<file path="src/rtl/fetch_stage.sv">
// IF stage: fetches instr at pc_in over imem req/ack, loads IF/ID register; optional HALT_DETECT_EN.
// Latency: 1 ISSUE cycle + WAIT until ack; ID loads at the ack edge (1 instr per 2 cycles, zero-wait).
// Backpressure: stall holds ID and parks an acked word in the skid reg; flush squashes ID and the fetch in flight.
module fetch_stage #(
    parameter int ADDR_W  = 16,
    parameter int INSTR_W = 16,
    parameter int PC_STEP = 2
) (
    input  logic               clk,
    input  logic               rst,
    input  logic [ADDR_W-1:0]  pc_in,
    output logic               pc_advance,
    output logic               imem_req,
    output logic [ADDR_W-1:0]  imem_addr,
    input  logic               imem_ack,
    input  logic [INSTR_W-1:0] imem_data,
    input  logic               stall,
    input  logic               flush,
    output logic               id_valid,
    output logic [INSTR_W-1:0] id_instr,
    output logic [ADDR_W-1:0]  id_pc,
    output logic [ADDR_W-1:0]  id_pc_next,
    output logic               halted
);

    typedef enum logic [1:0] {
        ST_ISSUE = 2'd0,
        ST_WAIT  = 2'd1,
        ST_HELD  = 2'd2
    } state_t;

    localparam logic [ADDR_W-1:0] STEP = ADDR_W'(PC_STEP);

    state_t             r_state;
    state_t             w_state_nxt;
    logic [ADDR_W-1:0]  r_addr_q;
    logic               r_drop;
    logic               w_drop_nxt;
    logic [INSTR_W-1:0] r_skid_instr;
    logic               w_load;
    logic               w_capture;
    logic [INSTR_W-1:0] w_load_instr;
    logic               w_halt_blk;
    logic               r_id_valid;
    logic [INSTR_W-1:0] r_id_instr;
    logic [ADDR_W-1:0]  r_id_pc;
    logic [ADDR_W-1:0]  r_id_pc_next;

    always_comb begin
        w_state_nxt  = r_state;
        w_drop_nxt   = r_drop;
        w_load       = 1'b0;
        w_capture    = 1'b0;
        w_load_instr = r_skid_instr;
        imem_req     = 1'b0;
        case (r_state)
            ST_ISSUE: begin
                if (!w_halt_blk) begin
                    w_state_nxt = ST_WAIT;
                end
            end
            ST_WAIT: begin
                imem_req = 1'b1;
                if (imem_ack) begin
                    if (r_drop || flush) begin
                        w_drop_nxt  = 1'b0;
                        w_state_nxt = ST_ISSUE;
                    end else if (!stall) begin
                        w_load       = 1'b1;
                        w_load_instr = imem_data;
                        w_state_nxt  = ST_ISSUE;
                    end else begin
                        w_capture   = 1'b1;
                        w_state_nxt = ST_HELD;
                    end
                end else if (flush) begin
                    // Request cannot be withdrawn; remember to throw its data away.
                    w_drop_nxt = 1'b1;
                end
            end
            ST_HELD: begin
                if (flush) begin
                    w_state_nxt = ST_ISSUE;
                end else if (!stall) begin
                    w_load      = 1'b1;
                    w_state_nxt = ST_ISSUE;
                end
            end
            default: begin
                w_state_nxt = ST_ISSUE;
            end
        endcase
    end

    // r_addr_q is frozen through WAIT/HELD, so it doubles as the skid PC.
    always_ff @(posedge clk or posedge rst) begin
        if (rst) begin
            r_state      <= ST_ISSUE;
            r_addr_q     <= '0;
            r_drop       <= 1'b0;
            r_skid_instr <= '0;
        end else begin
            r_state <= w_state_nxt;
            r_drop  <= w_drop_nxt;
            if (r_state == ST_ISSUE && !w_halt_blk) begin
                r_addr_q <= pc_in;
            end
            if (w_capture) begin
                r_skid_instr <= imem_data;
            end
        end
    end

    always_ff @(posedge clk or posedge rst) begin
        if (rst) begin
            r_id_valid   <= 1'b0;
            r_id_instr   <= '0;
            r_id_pc      <= '0;
            r_id_pc_next <= '0;
        end else if (flush) begin
            r_id_valid <= 1'b0;
            r_id_instr <= '0;
        end else if (w_load) begin
            r_id_valid   <= 1'b1;
            r_id_instr   <= w_load_instr;
            r_id_pc      <= r_addr_q;
            r_id_pc_next <= r_addr_q + STEP;
        end else if (!stall) begin
            r_id_valid <= 1'b0;
        end
    end

`ifdef HALT_DETECT_EN
    logic r_halted;

    always_ff @(posedge clk or posedge rst) begin
        if (rst) begin
            r_halted <= 1'b0;
        end else if (flush) begin
            r_halted <= 1'b0;
        end else if (w_load && (w_load_instr[INSTR_W-1 -: 4] == 4'hF)) begin
            r_halted <= 1'b1;
        end
    end

    assign w_halt_blk = r_halted;
    assign halted     = r_halted;
`else
    assign w_halt_blk = 1'b0;
    assign halted     = 1'b0;
`endif

    assign pc_advance = w_load;
    assign imem_addr  = r_addr_q;
    assign id_valid   = r_id_valid;
    assign id_instr   = r_id_instr;
    assign id_pc      = r_id_pc;
    assign id_pc_next = r_id_pc_next;

endmodule

</file>
<file path="config.mk">
export PLATFORM = sky130hd
export DESIGN_NAME = fetch_stage
export DESIGN_NICKNAME = d
export VERILOG_FILES = /design/src/rtl/fetch_stage.sv
export SDC_FILE = /design/constraint.sdc
export NUM_CORES = 1
export LEC_CHECK = 0
export ABC_AREA = 1
export BUFFER_PORTS_ARGS = -buffer_cell sky130_fd_sc_hd__buf_2
export CAP_MARGIN = 20
export CORE_MARGIN = 4
export CORE_UTILIZATION = 39
export CTS_BUF_LIST = sky130_fd_sc_hd__clkbuf_8 sky130_fd_sc_hd__clkbuf_16
export DETAILED_ROUTE_END_ITERATION = 10
export GPL_TIMING_DRIVEN = 0
export PLACE_DENSITY = 0.73
export SLEW_MARGIN = 20
export SYNTH_ARGS = -nofsm -noshare
export SYNTH_HDL_FRONTEND = slang
export SYNTH_SLANG_ARGS = --single-unit
</file>
<file path="constraint.sdc">
create_clock -name clk -period 7.6 [get_ports clk]
set_input_delay 1.52 -clock clk [delete_from_list [all_inputs] [get_ports clk]]
set_output_delay 1.52 -clock clk [all_outputs]
set_load 0.02 [all_outputs]
</file>
==> impl_metrics.yaml <==
yosys:
  synth_top_cell_area_share_pct: 54.6
  syn_avg_cell_area_um2: 8.62
  ys_ff_latch: 83
  synth_cell_type_count: 26
  synth_edf_count: 0
  synth.area.top_cells: "dfrtp_1 (55%), nand2_1 (15%), o21ai_0 (4.2%)"
  synthFlopType: "dfrtp_1"
  synth_async_sr_flop_share_pct: 100
  yosys.area_share.xor_xnor_pct: 1.61
  ys_seq_area_share_pct: 54.6
  synth_compound_area_share_pct: 11.6
  synth.most_common_cell: "nand2_1"
  synthTopCellsByCount: "nand2_1 (155), dfrtp_1 (83), inv_1 (38), o21ai_0 (32), nand3_1 (31)"
  syn-instance-count: 441
  syn_nets: 482
  synthAdderAreaFrac_pct: 1.32
  synth_top_family_by_area: "simple AND/OR/NAND/NOR gates"
  netlist_area_um2: 3800
  ys_warn_count: 0
  yosysTopAreaCell: "dfrtp_1"
  synth.area.mux_share_pct: 0
  synthSimpleGateAreaFrac_pct: 22.9
sta:
  grt_setup_unrepaired: "no"
  final_max_slew_viol_count: 0
  hold_viol_final: 0
  setup_viol: 0
  setup_slack_ns: 3.48
  post-route-period-util_pct: 54.2
  worst_pin_slew_ns: 0.560
  finClkSkew_ns: 0.0181
  min_period_ns: 4.12
  finalSetupTns_ns: 0
  max_freq_mhz: 243
  timing.slew.headroom_pct: 62.6
clock_network:
  cts_resized: 0
  cts_made_buffers: 9
  cts_tree: "done"
  post_cts_buffers: 0
  clkLatencyLatePin_ns: 0.35
  cts_num_sinks: 83
  ctsHoldBuffers: 0
  ctsRootBufferMaster: "clkbuf_8"
  h-tree-depth: 3
  clockBufferDepth: 2
  clk_transition_reported_paths_ns: 0.09
placement:
  hpwl_um: 7320
  dp.cells: 674
  dp_worst_setup_slack_ns: 3.47
  portBuffers: 103
  gp_congestion: 0.885
global_route:
  grt_pass1_vias: 3298
  antenna_found_initial: 0
  track_usage_pct: 17.7
  grt_pass1_wl_um: 16100
  grt_max_degree: 49
  gr-total-overflow: 0
power_and_ir_drop:
  power.switching_w: 0.000796
  p_int_w: 0.000993
  swShare_pct: 44.5
  vdd_drop_max_uv: 159
  sequentialPowerShare_pct: 41.3
  power_frac_comb_pct: 42.5
  p_leak_nw: 2.56
  p_clk_share_pct: 16.2
  power_w: 0.00179
  power_density_nw_per_um2: 382
worst_setup_path:
  start_kind: "input port"
  critPathRequiredTime_ns: 6.08
  end_kind: "output port"
  cp_max_fo: 10
  arrival_ns: 2.60
  path_class: "in -> out"
layout:
  drive_gt1_share_pct: 28.9
  fin_cells: 690
  finalNetCount: 597
  final_util_pct: 50.0
  syn_to_final_growth_pct: 23.2
  n_antenna_cell: 0
detailed_routing:
  vias_per_cell: 4.82
  dr_total_vias: 3327
  wl_um: 9800
  wire_per_inst_um: 14.2
  drt_drc_violations_left: 0
  dr.first_iter.drc_count: 207
  drtAntennaViolNets: 0
  first_pass_iters: 4
floorplanning:
  pin_count: 105
  fp.coreArea_um2: 9370
  std_cell_rows: 35
  initial_core_util_pct: 40.6
  die_x_um: 107
  fp.dieH_um: 107
  die_area_um2: 11400
run:
  maxCapViolations: 0
run_status:
  status: "finished, final reports clean"
hold_path:
  hp-class: "reg -> reg"
routing by layer:
layer	wire (um)	share of wire, %	track usage [%]
met3	587	6.0	3.37
met1	4330	44	23.3
met4	184	1.9	6.48
met2	4690	48	29.2
met5	0	0	0
final cells by class:
class | count | area (um^2)
fill | 945 | 4690
sequential | 83 | 2080
multi-input combinational | 296 | 1430
timing repair buffer | 104 | 543
tap | 129 | 161
inverter | 40 | 153
buffer | 22 | 146
clock buffer | 9 | 124
clock inverter | 7 | 51.3
critical path: stages:
cell and delay [ns]:
buf_2 0.12, nor2_4 0.11, nand3_4 0.13, a21oi_4 0.32, buf_6 0.21, buf_2 0.18
final timing paths:
kind / to / startpoint / cells past startpoint / slack, ns
max: pc_advance / flush / 6 / 3.48
min: r_skid_instr[11] / r_skid_instr[11] / 2 / 0.49
max reg2reg: id_pc_next[9] / r_state[1] / 9 / 5.91
min reg2reg: r_skid_instr[11] / r_skid_instr[11] / 2 / 0.49
max in group asynchronous: id_pc[11] / rst / 3 / 5.81
min in group asynchronous: r_state[1] / rst / 2 / 1.19
cells in the final DEF, fill, tap and decap left out:
| cell type | Yosys | routed |
|---|---|---|
| nand2_2 | 2 | 2 |
| o21ai_2 | 16 | 16 |
| conb_1 | 1 | 1 |
| inv_2 | 2 | 2 |
| a21oi_4 | 1 | 1 |
| nor2_1 | 14 | 14 |
| inv_1 | 38 | 38 |
| o21ai_1 | 22 | 22 |
| clkbuf_8 | 0 | 9 |
| a21oi_1 | 3 | 3 |
| o21ai_0 | 32 | 32 |
| nor2_4 | 1 | 1 |
| nand3_1 | 31 | 31 |
| dfrtp_1 | 83 | 83 |
| nand2_1 | 155 | 155 |
| xnor2_1 | 1 | 1 |
| nand4_1 | 4 | 4 |
| xor2_1 | 6 | 6 |
| clkbuf_1 | 4 | 4 |
| buf_1 | 1 | 1 |
| nor3_2 | 1 | 1 |
| inv_6 | 0 | 2 |
| inv_4 | 0 | 1 |
| clkinvlp_4 | 0 | 4 |
| ha_1 | 4 | 4 |
| nand3_4 | 1 | 1 |
| buf_6 | 6 | 6 |
| buf_16 | 0 | 1 |
| or2_2 | 1 | 1 |
| buf_2 | 9 | 112 |
| buf_4 | 2 | 2 |
kinds of logic (layout without fill, tap and decap cells):
kind of cell | Yosys count | count (layout)
AND/OR/NAND/NOR | 210 | 210
adder cells (fa/ha/maj) | 4 | 4
buffers and inverters | 62 | 182
flip-flops | 83 | 83
other | 1 | 1
XOR/XNOR | 7 | 7
AO/OA/AOI/OAI | 74 | 74
registers in the layout, indices dropped and copies added, names as in the netlist:
signal / cells
imem_addr: 16
id_pc_next: 15
id_valid: 1
r_skid_instr: 16
r_state: 2
r_drop: 1
id_pc: 16
id_instr: 16
per-stage QoR:
stage,hold WS [ns],cell area (um^2)
final,0.489,4680
after global routing,0.506,4680
after CTS,0.489,4680
after detailed placement,0.468,4510
after global placement,0.461,4480
after floorplan,0.455,3800
power by group through the flow:
stage	clock [W]	combinational, W	sequential, W
after floorplan	0	0.000371	0.000872
after global placement	0	0.000744	0.000738
after detailed placement	0	0.000767	0.000745
after CTS	0.000296	0.000770	0.000737
after global routing	0.000316	0.000844	0.000762
final	0.000290	0.000761	0.000738
Note: power is estimated with default switching activity, not from simulation.
